--- config.mk ---
export PLATFORM = sky130hd
export DESIGN_NAME = ioctl_upload_reader
export DESIGN_NICKNAME = d
export VERILOG_FILES = /design/src/rtl/ioctl_pkg.sv /design/src/rtl/rising_edge_pulse.sv /design/src/rtl/ioctl_upload_reader.sv
export SDC_FILE = /design/constraint.sdc
export NUM_CORES = 1
export LEC_CHECK = 0
export BUFFER_PORTS_ARGS = -buffer_cell sky130_fd_sc_hd__buf_2
export CORE_MARGIN = 3
export CORE_UTILIZATION = 58
export CTS_BUF_LIST = sky130_fd_sc_hd__clkbuf_4
export CTS_CLUSTER_DIAMETER = 200
export DETAILED_ROUTE_END_ITERATION = 8
export PLACE_DENSITY = 0.9
export SLEW_MARGIN = 20
export SYNTH_ARGS = -nofsm -noshare
export SYNTH_HDL_FRONTEND = slang
export SYNTH_SLANG_ARGS = --single-unit
--- constraint.sdc ---
create_clock -name clk_sys -period 6.1 [get_ports clk_sys]
set_input_delay 0.915 -clock clk_sys [delete_from_list [all_inputs] [get_ports clk_sys]]
set_output_delay 0.915 -clock clk_sys [all_outputs]
set_load 0.1 [all_outputs]
--- src/rtl/ioctl_pkg.sv ---
// Shared ioctl definitions: stream index constants, address width and the
// upload reader state encoding.
package ioctl_pkg;

  localparam int unsigned IOCTL_AW = 25;

  localparam logic [7:0] IDX_ROM   = 8'd0;
  localparam logic [7:0] IDX_DIP   = 8'd254;
  localparam logic [7:0] IDX_NVRAM = 8'd4;

  typedef enum logic [1:0] {
    IDLE  = 2'd0,
    PAUSE = 2'd1,
    READY = 2'd2,
    FETCH = 2'd3
  } state_t;

endpackage

--- src/rtl/rising_edge_pulse.sv ---
// Rising-edge detector for slow OSD level triggers.
// Ports: clk, reset (sync, active-high), level (input level),
//        pulse_c (combinational, high for the cycle where level first reads 1).
module rising_edge_pulse (
  input  logic clk,
  input  logic reset,
  input  logic level,
  output logic pulse_c
);

  logic level_q;

  always_ff @(posedge clk) begin
    if (reset) level_q <= 1'b0;
    else       level_q <= level;
  end

  assign pulse_c = level & ~level_q;

endmodule

--- src/rtl/ioctl_upload_reader.sv ---
// Reader end of the HPS ioctl upload stream: requests a game CPU pause, then
// answers each ioctl_rd with a byte read from game RAM (or PAD_BYTE when the
// address is beyond RAM_BYTES).
// Ports: clk_sys/reset; save_trig -> ioctl_upload_req (save request pulse);
//        ioctl_upload/index/rd/addr from hps_io, ioctl_din back to it;
//        pause_req/pause_ack handshake with the game; ram_addr/ram_rd/ram_dout
//        to the RAM read port; busy while a session is open.
module ioctl_upload_reader
  import ioctl_pkg::*;
#(
  parameter logic [7:0]  UPLOAD_INDEX = IDX_NVRAM,
  parameter int unsigned RAM_AW       = 11,
  parameter int unsigned RAM_BYTES    = 2048,
  parameter int unsigned RD_LAT       = 1,
  parameter logic [7:0]  PAD_BYTE     = 8'hFF
) (
  input  logic                clk_sys,
  input  logic                reset,
  input  logic                save_trig,
  output logic                ioctl_upload_req,
  input  logic                ioctl_upload,
  input  logic [7:0]          ioctl_index,
  input  logic                ioctl_rd,
  input  logic [IOCTL_AW-1:0] ioctl_addr,
  output logic [7:0]          ioctl_din,
  output logic                pause_req,
  input  logic                pause_ack,
  output logic [RAM_AW-1:0]   ram_addr,
  output logic                ram_rd,
  input  logic [7:0]          ram_dout,
  output logic                busy
);

  localparam int unsigned CNT_W = 2;

  state_t              state, state_n;
  logic [CNT_W-1:0]    cnt, cnt_n;
  logic                pend, pend_n;
  logic [IOCTL_AW-1:0] pend_addr, pend_addr_n;
  logic                req_sent, req_sent_n;
  logic [RAM_AW-1:0]   ram_addr_n;
  logic                ram_rd_n, pause_req_n, busy_n, upload_req_n;
  logic [7:0]          din_n;

  logic                trig_c, active_c, rd_hit_c, serve_c, in_range_c;
  logic [IOCTL_AW-1:0] serve_addr_c;

  rising_edge_pulse u_save_edge (
    .clk     (clk_sys),
    .reset   (reset),
    .level   (save_trig),
    .pulse_c (trig_c)
  );

  assign active_c   = ioctl_upload && (ioctl_index == UPLOAD_INDEX);
  assign rd_hit_c   = ioctl_rd && active_c;
  assign in_range_c = serve_addr_c < IOCTL_AW'(RAM_BYTES);

  // State and registered outputs
  always_ff @(posedge clk_sys) begin
    if (reset) begin
      state            <= IDLE;
      cnt              <= '0;
      pend             <= 1'b0;
      pend_addr        <= '0;
      req_sent         <= 1'b0;
      ram_addr         <= '0;
      ram_rd           <= 1'b0;
      ioctl_din        <= 8'h00;
      pause_req        <= 1'b0;
      busy             <= 1'b0;
      ioctl_upload_req <= 1'b0;
    end else begin
      state            <= state_n;
      cnt              <= cnt_n;
      pend             <= pend_n;
      pend_addr        <= pend_addr_n;
      req_sent         <= req_sent_n;
      ram_addr         <= ram_addr_n;
      ram_rd           <= ram_rd_n;
      ioctl_din        <= din_n;
      pause_req        <= pause_req_n;
      busy             <= busy_n;
      ioctl_upload_req <= upload_req_n;
    end
  end

  // Next-state and next-output logic
  always_comb begin
    state_n      = state;
    cnt_n        = cnt;
    pend_n       = pend;
    pend_addr_n  = pend_addr;
    req_sent_n   = req_sent;
    ram_addr_n   = ram_addr;
    ram_rd_n     = 1'b0;
    din_n        = ioctl_din;
    pause_req_n  = pause_req;
    busy_n       = busy;
    upload_req_n = 1'b0;
    serve_c      = 1'b0;
    serve_addr_c = ioctl_addr;

    case (state)
      IDLE: begin
        if (active_c) begin
          state_n     = PAUSE;
          pause_req_n = 1'b1;
          busy_n      = 1'b1;
          req_sent_n  = 1'b0;
          pend_n      = 1'b0;
        end else if (trig_c && !req_sent) begin
          // One request per save; re-armed once a session has run
          upload_req_n = 1'b1;
          req_sent_n   = 1'b1;
        end
      end
      PAUSE: begin
        if (pause_ack) begin
          // RAM is ours now: serve a read held during the pause right away
          state_n      = READY;
          serve_c      = rd_hit_c || pend;
          serve_addr_c = rd_hit_c ? ioctl_addr : pend_addr;
          pend_n       = 1'b0;
        end else if (rd_hit_c) begin
          pend_n      = 1'b1;
          pend_addr_n = ioctl_addr;
        end
      end
      READY: begin
        serve_c      = rd_hit_c || pend;
        serve_addr_c = rd_hit_c ? ioctl_addr : pend_addr;
        pend_n       = 1'b0;
      end
      FETCH: begin
        if (rd_hit_c) begin
          pend_n      = 1'b1;
          pend_addr_n = ioctl_addr;
        end
        if (cnt == CNT_W'(RD_LAT)) begin
          din_n   = ram_dout;
          state_n = READY;
        end else begin
          cnt_n = cnt + CNT_W'(1);
        end
      end
      default: state_n = IDLE;
    endcase

    // Start a RAM read, or answer out-of-range addresses with padding
    if (serve_c) begin
      if (in_range_c) begin
        state_n    = FETCH;
        cnt_n      = '0;
        ram_addr_n = serve_addr_c[RAM_AW-1:0];
        ram_rd_n   = 1'b1;
      end else begin
        din_n   = PAD_BYTE;
        state_n = READY;
      end
    end

    // Session end abandons whatever was in flight; ioctl_din keeps its byte
    if (state != IDLE && !active_c) begin
      state_n     = IDLE;
      pause_req_n = 1'b0;
      busy_n      = 1'b0;
      ram_rd_n    = 1'b0;
      pend_n      = 1'b0;
      din_n       = ioctl_din;
    end
  end

endmodule

# Word-level counts from Yosys, hierarchy flattened
# Cells that the tools add are included.
[totals]
out_inout_bits = 23
input_bits = 47
elab_cells = 76
regBits = 54
[classes]
n_eq_ne = 10
magnitude_cmp = 1
n_addsub = 1
n_reduce_logical = 20
bitwise_logic = 4
muxes = 29
[ops]
columns = ["op", "n"]
rows = [
  ["one-hot mux 25 bit (2 select lines)", 2],
  ["two-way mux 25 bit", 3],
  ["two-way mux 8 bit", 4],
  ["< comparator 25 x 12 -> 1 bit (second input constant)", 1],
  ["two-way mux 2 bit", 8],
  ["two-way mux 1 bit", 9],
  ["inequality test 3 bit (second input constant)", 3],
  ["== test 8 x 3 -> 1 bit (second input constant)", 1],
  ["AND reduction 2 bit", 4],
  ["one-hot mux 2 bit (3 select lines)", 1],
  ["nonzero test 2 bit", 3],
  ["OR reduction 3 bit", 2],
  ["== test 2 x 1 -> 1 bit (second input constant)", 2],
  ["== test 2 bit (second input constant)", 2],
  ["logical AND 1 bit", 4],
  ["inequality test 2 bit (second input constant)", 2],
  ["one-hot mux 1 bit (4 select lines)", 1],
  ["AND reduction 4 bit", 1],
  ["nonzero test 4 bit", 1],
  ["inverter 1 bit", 3],
  ["adder 2 x 1 -> 2 bit (second input constant)", 1],
  ["logical NOT 1 bit", 2],
  ["logical NOT 2 bit", 1],
  ["one-hot mux 1 bit (2 select lines)", 1],
  ["other kinds (3)", 3],
]

# Logic depth before layout (Yosys ltp)
# Gate-level depths: netlist of the first run.
[depth]
word_depth = 9
depth_mapped = 9
depth_no_buf = 8

# Hierarchy
# Synthesis of the first run repeated with hierarchy kept, for this count alone.
[hier_totals]
cells_unflattened = 277
area_unflattened_um2 = 2431.1
[modules_own_cells]
columns = ["mod", "area_per_inst_um2", "seq_area_each_um2", "instances", "cells_per_inst"]
rows = [
  ["ioctl_upload_reader", 2383.5, 1061.0, 1, 274],
  ["rising_edge_pulse", 47.5, 20.0, 1, 3],
]

# Worst setup path after synthesis of the first run
# No wires, ideal clock.
[synth_path]
kind = "input-to-reg"
start = "input ioctl_index[5]"
end = "register ioctl_din[0]"
t_arrival_ps = 2827
path_stages = 7
n_path_buf = 1
t_required_ps = 6020
path_slack_ps = 3193
path_cell_list = "or3_1 -> or4_1 -> buf_6 -> mux2i_4 -> o211ai_4 -> o221ai_4 -> a211oi_2"
[synth_via]
elab_chain_cells = 9
elab_cells_between_ends = 14
cone_classes = "order compare: 1; eq/ne: 1; mux: 7; reduce/logical: 5"
[synth_lines]
columns = ["element", "line_no", "source"]
rows = [
  ["from (decl)", "ioctl_upload_reader.sv:22", "input logic [7:0] ioctl_index,"],
  ["== test 8 x 3 -> 1 bit *", "ioctl_upload_reader.sv:55", "assign active_c = ioctl_upload && (ioctl_index == UPLOAD_INDEX);"],
  ["logical AND 1 bit *", "ioctl_upload_reader.sv:55", ""],
  ["logical AND 1 bit", "ioctl_upload_reader.sv:56", "assign rd_hit_c = ioctl_rd && active_c;"],
  ["two-way mux 25 bit", "-", ""],
  ["two-way mux 25 bit", "ioctl_upload_reader.sv:119", "if (pause_ack) begin"],
  ["one-hot mux 25 bit (2 select lines)", "ioctl_upload_reader.sv:104", "case (state)"],
  ["< comparator 25 x 12 -> 1 bit", "ioctl_upload_reader.sv:57", "assign in_range_c = serve_addr_c < IOCTL_AW'(RAM_BYTES);"],
  ["two-way mux 8 bit", "ioctl_upload_reader.sv:152", "if (in_range_c) begin"],
  ["two-way mux 8 bit", "ioctl_upload_reader.sv:151", "if (serve_c) begin"],
  ["to (signal assigned)", "ioctl_upload_reader.sv:81", "ioctl_din <= din_n;"],
  ["to (decl)", "ioctl_upload_reader.sv:25", "output logic [7:0] ioctl_din,"],
]
# Every way passes the cells marked *; elsewhere a longest branch is shown, timed or not.
# A chain may end at the register's enable or synchronous reset.

# Worst setup path after layout of the first run
[layout_path]
start = "input ioctl_index[5]"
end = "register ram_addr[1]"
[layout_via]
elab_chain_cells = 8
elab_cells_between_ends = 11
cone_classes = "order compare: 1; eq/ne: 1; mux: 5; reduce/logical: 4"
[layout_lines]
columns = ["element", "line_no", "source"]
rows = [
  ["== test 8 x 3 -> 1 bit *", "ioctl_upload_reader.sv:55", ""],
  ["logical AND 1 bit *", "ioctl_upload_reader.sv:55", ""],
  ["logical AND 1 bit *", "ioctl_upload_reader.sv:56", ""],
  ["two-way mux 25 bit", "-", ""],
  ["two-way mux 25 bit", "ioctl_upload_reader.sv:119", ""],
  ["one-hot mux 25 bit (2 select lines)", "ioctl_upload_reader.sv:104", ""],
  ["< comparator 25 x 12 -> 1 bit", "ioctl_upload_reader.sv:57", ""],
  ["AND reduction 2 bit (no line)", "-", ""],
  ["to (signal assigned)", "ioctl_upload_reader.sv:79", "ram_addr <= ram_addr_n;"],
  ["to (decl)", "ioctl_upload_reader.sv:28", "output logic [RAM_AW-1:0] ram_addr,"],
]
# Marks and branches as above.

==> metrics.csv, run 1 <==
stage,metric,value,unit
status,outcome,"complete, no violations",
yosys,avgSynthCellArea,8.52,sq um
yosys,async_reset_ff_frac,0,
power_and_ir_drop,powerDensity,200,nW/um^2
yosys,synthMuxAreaShare,0.0259,
worst_setup_path,start_kind,input port,
yosys,yosys_register_bits,54,
timing,grt_setup_unrepaired,no,
floorplan,start_util,0.619,
power_and_ir_drop,vdd_drop_max,0.000138,V
finish,diodes,0,
timing,fin_hold_ws,0.446,ns
finish,area_growth,14.3,%
clocking,post_cts_buffers,0,
clocking,clockBufferDepth,2,
global_route,grt-ovfl-total,0,
timing,max_freq,0.335,GHz
clocking,cts_max_level,2,
route,first_pass_iters,4,
route,ant_nets,0,
timing,skew,0.0168,ns
floorplan,die_area,5250,sq um
clocking,cts.sinks,54,
yosys,synthXorXnorAreaFrac,0,
timing,finalHoldViolCount,0,
power_and_ir_drop,leakagePower,1.10,nW
clocking,cts_resized,0,
yosys,ys_top_cells_by_count,"nand2_1, dfxtp_1, a21oi_1",
global_route,grt_pass1_vias,2308,
timing,min_period,2.98,ns
timing,finalSetupViolCount,0,
job,drv_cap,0,
yosys,netlist.area_leader.share,0.422,
yosys,yosys.area_share.adder,0.0195,
worst_setup_path,cp_max_fo,11,
place,place.gp.congestion,0.872,
floorplan,io_pins,70,
yosys,ys_types,38,
timing,tns,0,ns
route,via_count,2338,
floorplan,die_y,72.5,microns
yosys,synthTopCellsByArea,"dfxtp_1, nand2_1, a211oi_2",
floorplan,core_area,4140,sq um
route,first_iter_violations,258,
place,dp_hpwl,4150,microns
worst_setup_path,crit_required,6.40,ns
yosys,synth_nets,352,
global_route,grt_max_degree,43,
global_route,grtUsageTotal,0.231,
yosys,yosys.area.top_type,dfxtp_1,
route,routed_wl,5850,microns
clocking,cts_tree,built,
finish,fill_cells,337,
place,io_buffer_count,69,
hold_path,min_path_type,reg2reg,
route,vias_per_cell,5.72,
worst_setup_path,setup.worst_path.end_class,flip-flop,
timing,slew_headroom,0.297,
route,wl_per_cell,14.3,microns
finish,drive_above_1_share,0.284,
worst_setup_path,critPathKind,in2reg,
global_route,antenna_found_initial,0,
yosys,ys_seq_area_frac,0.422,
floorplan,fp.dieW,72.5,microns
place,pre_cts_slack,2.74,ns
clocking,clk_pin_slew,0.15,ns
global_route,globalRoute.busiestLayer,met2,
yosys,synth_flop_cell,dfxtp_1,
power_and_ir_drop,power,0.000587,W
finish,nets,409,
yosys,syn_area,2560,sq um
yosys,synth-edff-count,0,
clocking,clk_latency,0.38,ns
yosys,synth_most_common_cell,nand2_1,
yosys,synth-compound-area-share,0.285,
global_route,grt_pass1_wl,9690,microns
clocking,cts-root-buf,clkbuf_4,
yosys,synth_top_family_by_area,compound AO/OA/AOI/OAI gates,
timing,fin_crit_sh,0.489,
route,drcViolationCount,0,
yosys,yosysWarnings,0,
worst_setup_path,arrival,3.29,ns
timing,worst_pin_slew,1.06,ns
clocking,numCtsBuffers,5,
floorplan,fp-row-count,23,
clocking,cts_hold_repair.buffers,0,
yosys,synth-simple-area-share,0.179,
global_route,grt.met3_usage,0.0568,
global_route,grtUsageMet1,0.262,
global_route,gr-usage-met2,0.413,
yosys,synthCells,301,
timing,worst_slack,3.12,ns
timing,final_max_slew_viol_count,0,
-- path summary, 6_finish.rpt --
check / from / end / slack (ns) / depth (start not counted)
max reg2reg: state[0]$_SDFFE_PP0P_ / ioctl_din[2]$_SDFFE_PP0N_ / 3.56 / 6
max: ioctl_index[5] / ram_addr[1]$_SDFFE_PP0P_ / 3.12 / 6
min reg2reg: req_sent$_SDFFE_PP0P_ / ioctl_upload_req$_SDFF_PP0_ / 0.45 / 1
min: req_sent$_SDFFE_PP0P_ / ioctl_upload_req$_SDFF_PP0_ / 0.45 / 1
-- worst max-delay path, cell delays in order --
cell	delay, ns
buf_2	0.09
or3_1	0.37
or4_1	0.59
o21bai_1	0.80
a22oi_1	0.25
a211oi_2	0.27
-- layout make-up --
cell class	instances	area, sq um	share of cell area
Multi-Input combinational cell	208	1300	0.445
Sequential cell	54	1080	0.369
Timing Repair Buffer	70	353	0.120
Inverter	19	71.3	0.0243
Tap cell	50	62.6	0.0214
Clock buffer	5	37.5	0.0128
Clock inverter	3	20.0	0.00683
-- layout by cell type, fill, tap and decap left out, types with 2 or more instances in the layout --
cell,n
a21oi_1,41
nor4_1,5
nand3_1,2
nand2b_1,3
a22oi_1,11
a211oi_2,17
or3_1,2
nor3_1,12
mux2i_4,2
nand2_1,61
clkbuf_4,5
inv_1,19
nor2_1,8
or4_1,2
dfxtp_1,54
ha_1,4
a211oi_1,5
a21o_1,2
buf_2,69
o21ai_0,16
-- state kept, by name, summed over array words and instances, names as in the netlist --
register / count
pend_addr: 25
ram_addr: 11
ioctl_din: 8
cnt: 2
state: 2
busy: 1
ioctl_upload_req: 1
pend: 1
ram_rd: 1
req_sent: 1
u_save_edge.level_q: 1
-- routing by layer --
metal,up-vias,part of all wire
li1,1165,-
met5,-,0
met4,0,0.016
met3,12,0.057
met2,75,0.53
met1,1086,0.40
-- per-stage QoR --
step                       util  instance area [sq um]  instances
final                     0.707                   2930        409
after global routing      0.707                   2930        409
after CTS                 0.707                   2930        409
after detailed placement  0.693                   2870        401
after global placement    0.693                   2870        401
after floorplan               -                   2560        301
-- cells by family after synthesis --
kind of cell / Yosys count
fa+ha+maj: 4
compound gates: 99
mux: 4
simple gates: 101
buf+inv: 39
flops: 54
-- where the power goes --
group	total, W	leakage [nW]	internal, W	switching, W
Combinational	0.0000726	0.638	0.0000280	0.0000446
Sequential	0.000356	0.435	0.000355	0.00000132
Clock	0.000158	0.0292	0.0000453	0.000113
Note: power is estimated with default switching activity, not from simulation.
==> run 2, diff against run 1 <==
- ABC_AREA: unset -> 1
- CORE_UTILIZATION: 58 -> 56
- PLACE_DENSITY: 0.9 -> 0.85
- clock period: 6.1 -> 2.81 ns (I/O delays scaled with it)
==> run 2 against run 1 <==
  * First-iteration DRC count down 19%
  * Largest cell class unchanged
  * Final cell count up 49%
  * Synthesized area up 18%
  * Clock skew about the same
  * Critical path depth up 5
  * Sequential share of layout area down 5.9 points
  * Largest power group unchanged
  * Highest routed layer unchanged
==> metrics.csv, run 2 <==
stage,metric,value,unit
status,outcome,"complete, no violations",
yosys,yosysWarnings,0,
power_and_ir_drop,powerDensity,470,nW/um^2
place,io_buffer_count,69,
route,first_pass_iters,5,
power_and_ir_drop,vdd_drop_max,0.000272,V
place,place.gp.congestion,0.866,
yosys,synthXorXnorAreaFrac,0,
finish,reg_top3,"pend_addr: 25 flops, ram_addr: 11 flops, ioctl_din: 8 flops",
floorplan,core_area,5170,sq um
timing,tns,0,ns
route,drcViolationCount,0,
timing,max_freq,0.403,GHz
finish,mostFrequentLayoutCells,"nand2_1, inv_1, buf_2",
timing,finalHoldViolCount,0,
timing,grt_setup_unrepaired,no,
finish,drive_above_1_share,0.181,
floorplan,fp.dieW,79.6,microns
yosys,avgSynthCellArea,6.33,sq um
yosys,ys_seq_area_frac,0.356,
timing,min_period,2.48,ns
timing,worst_pin_slew,0.894,ns
global_route,grt-ovfl-total,0,
timing,fin_crit_sh,0.884,
clocking,numCtsBuffers,5,
worst_setup_path,setup.worst_path.end_class,flip-flop,
yosys,async_reset_ff_frac,0,
timing,fin_hold_ws,0.244,ns
finish,area_growth,14.8,%
place,dp_hpwl,4920,microns
route,wl_per_cell,10.8,microns
yosys,synth_top_family_by_area,simple AND/OR/NAND/NOR gates,
yosys,yosys_register_bits,54,
finish,diodes,0,
yosys,ys_types,27,
yosys,synth-edff-count,0,
global_route,grt_pass1_vias,2708,
finish,finish.utilization,0.674,
clocking,post_cts_buffers,0,
global_route,antenna_found_initial,0,
floorplan,die_area,6340,sq um
worst_setup_path,start_kind,flip-flop,
clocking,cts-root-buf,clkbuf_4,
yosys,synth_most_common_cell,nand2_1,
worst_setup_path,crit_required,3.14,ns
floorplan,start_util,0.587,
clocking,clk_pin_slew,0.16,ns
floorplan,die_y,79.6,microns
floorplan,io_pins,70,
yosys,ys_top_cells_by_count,"nand2_1, inv_1, nor2_1",
floorplan,fp-row-count,26,
yosys,synthMuxAreaShare,0,
yosys,synth_nets,531,
clocking,cts_tree,built,
power_and_ir_drop,leakagePower,1.88,nW
job,drv_cap,0,
finish,final_cells,611,
global_route,grt_max_degree,51,
yosys,synth-compound-area-share,0.161,
global_route,grt_pass1_wl,11500,microns
worst_setup_path,critPathKind,reg2reg,
worst_setup_path,arrival,2.81,ns
finish,nets,591,
route,ant_nets,0,
timing,slew_headroom,0.402,
yosys,syn_area,3040,sq um
place,dpl-instance-area,3400,sq um
hold_path,min_path_type,in2reg,
timing,final_max_slew_viol_count,0,
yosys,yosys.area_share.adder,0.0165,
route,via_count,3070,
yosys,synthTopCellsByArea,"dfxtp_1, nand2_1, inv_1",
clocking,cts_resized,0,
yosys,synth-simple-area-share,0.302,
finish,largest_reg_flops,25,
place,dp_cells,603,
global_route,grtUsageTotal,0.223,
finish,top_register,pend_addr,
worst_setup_path,cp_max_fo,13,
route,routed_wl,6630,microns
finish,fin_area,3490,sq um
yosys,netlist.area_leader.share,0.356,
timing,skew,0.0172,ns
yosys,yosys.area.top_type,dfxtp_1,
clocking,clk_latency,0.38,ns
clocking,cts.sinks,54,
route,first_iter_violations,210,
timing,finalSetupViolCount,0,
clocking,cts_max_level,2,
finish,layout_commonest_cell,nand2_1,
route,vias_per_cell,5.02,
yosys,synthCells,480,
clocking,cts_hold_repair.buffers,0,
yosys,synth_flop_cell,dfxtp_1,
clocking,clockBufferDepth,2,
[run 2: per-stage QoR]
step | worst slack, ns | power, W
4_1_cts | 0.384 | 0.00165
3_3_place_gp | 0.516 | 0.00121
2_1_floorplan | 0.903 | 0.00112
5_1_grt | 0.169 | 0.00173
6_report | 0.327 | 0.00164
3_5_place_dp | 0.401 | 0.00121
[run 2: final timing paths]
check	startpoint	end	slack (ns)	cells after the start
worst max-delay path	state[1]$_SDFFE_PP0P_	ram_addr[3]$_SDFFE_PP0P_	0.33	11
worst min-delay path	save_trig	u_save_edge.level_q$_SDFF_PP0_	0.24	3
worst max register to register	state[1]$_SDFFE_PP0P_	ram_addr[3]$_SDFFE_PP0P_	0.33	11
worst min register to register	req_sent$_SDFFE_PP0P_	ioctl_upload_req$_SDFF_PP0_	0.43	1
[run 2: report_power, final]
group	internal (W)	switching [W]	leakage, nW
logic	0.000109	0.000276	1.40
registers	0.000795	0.0000190	0.436
clock network	0.000198	0.000242	0.0419
total	0.00110	0.000537	1.88
[run 2: routing by layer]
| metal | part of all wire | up-vias | track usage |
|---|---|---|---|
| met5 | 0 | - | 0 |
| met4 | 0.012 | 0 | 0.0567 |
| met3 | 0.064 | 9 | 0.0485 |
| met2 | 0.49 | 88 | 0.389 |
| met1 | 0.44 | 1359 | 0.276 |
| li1 | - | 1614 | - |
[run 2: final cells by class]
| cell class | instances | area, sq um |
|---|---|---|
| clock inverter | 2 | 37.5 |
| inverter | 101 | 379 |
| multi-input combinational | 302 | 1460 |
| clock buffer | 6 | 45.0 |
| timing repair buffer | 76 | 398 |
| tap | 70 | 87.6 |
| sequential | 54 | 1080 |
| fill | 462 | 1690 |
[run 2: cell families after synthesis]
group                    after synthesis
AO/OA/AOI/OAI                         90
AND/OR/NAND/NOR                      208
flip-flops                            54
buffers and inverters                124
adder cells (fa/ha/maj)                4
[run 2: critical path, stage by stage (launching register included)]
cell	delay, ns
dfxtp_1	0.40
inv_1	0.09
ha_1	0.25
inv_1	0.10
nor2_1	0.06
nor2_1	0.68
a21oi_1	0.13
inv_1	0.11
nand3_2	0.10
nor2_4	0.26
nor2_1	0.10
nor2_1	0.13
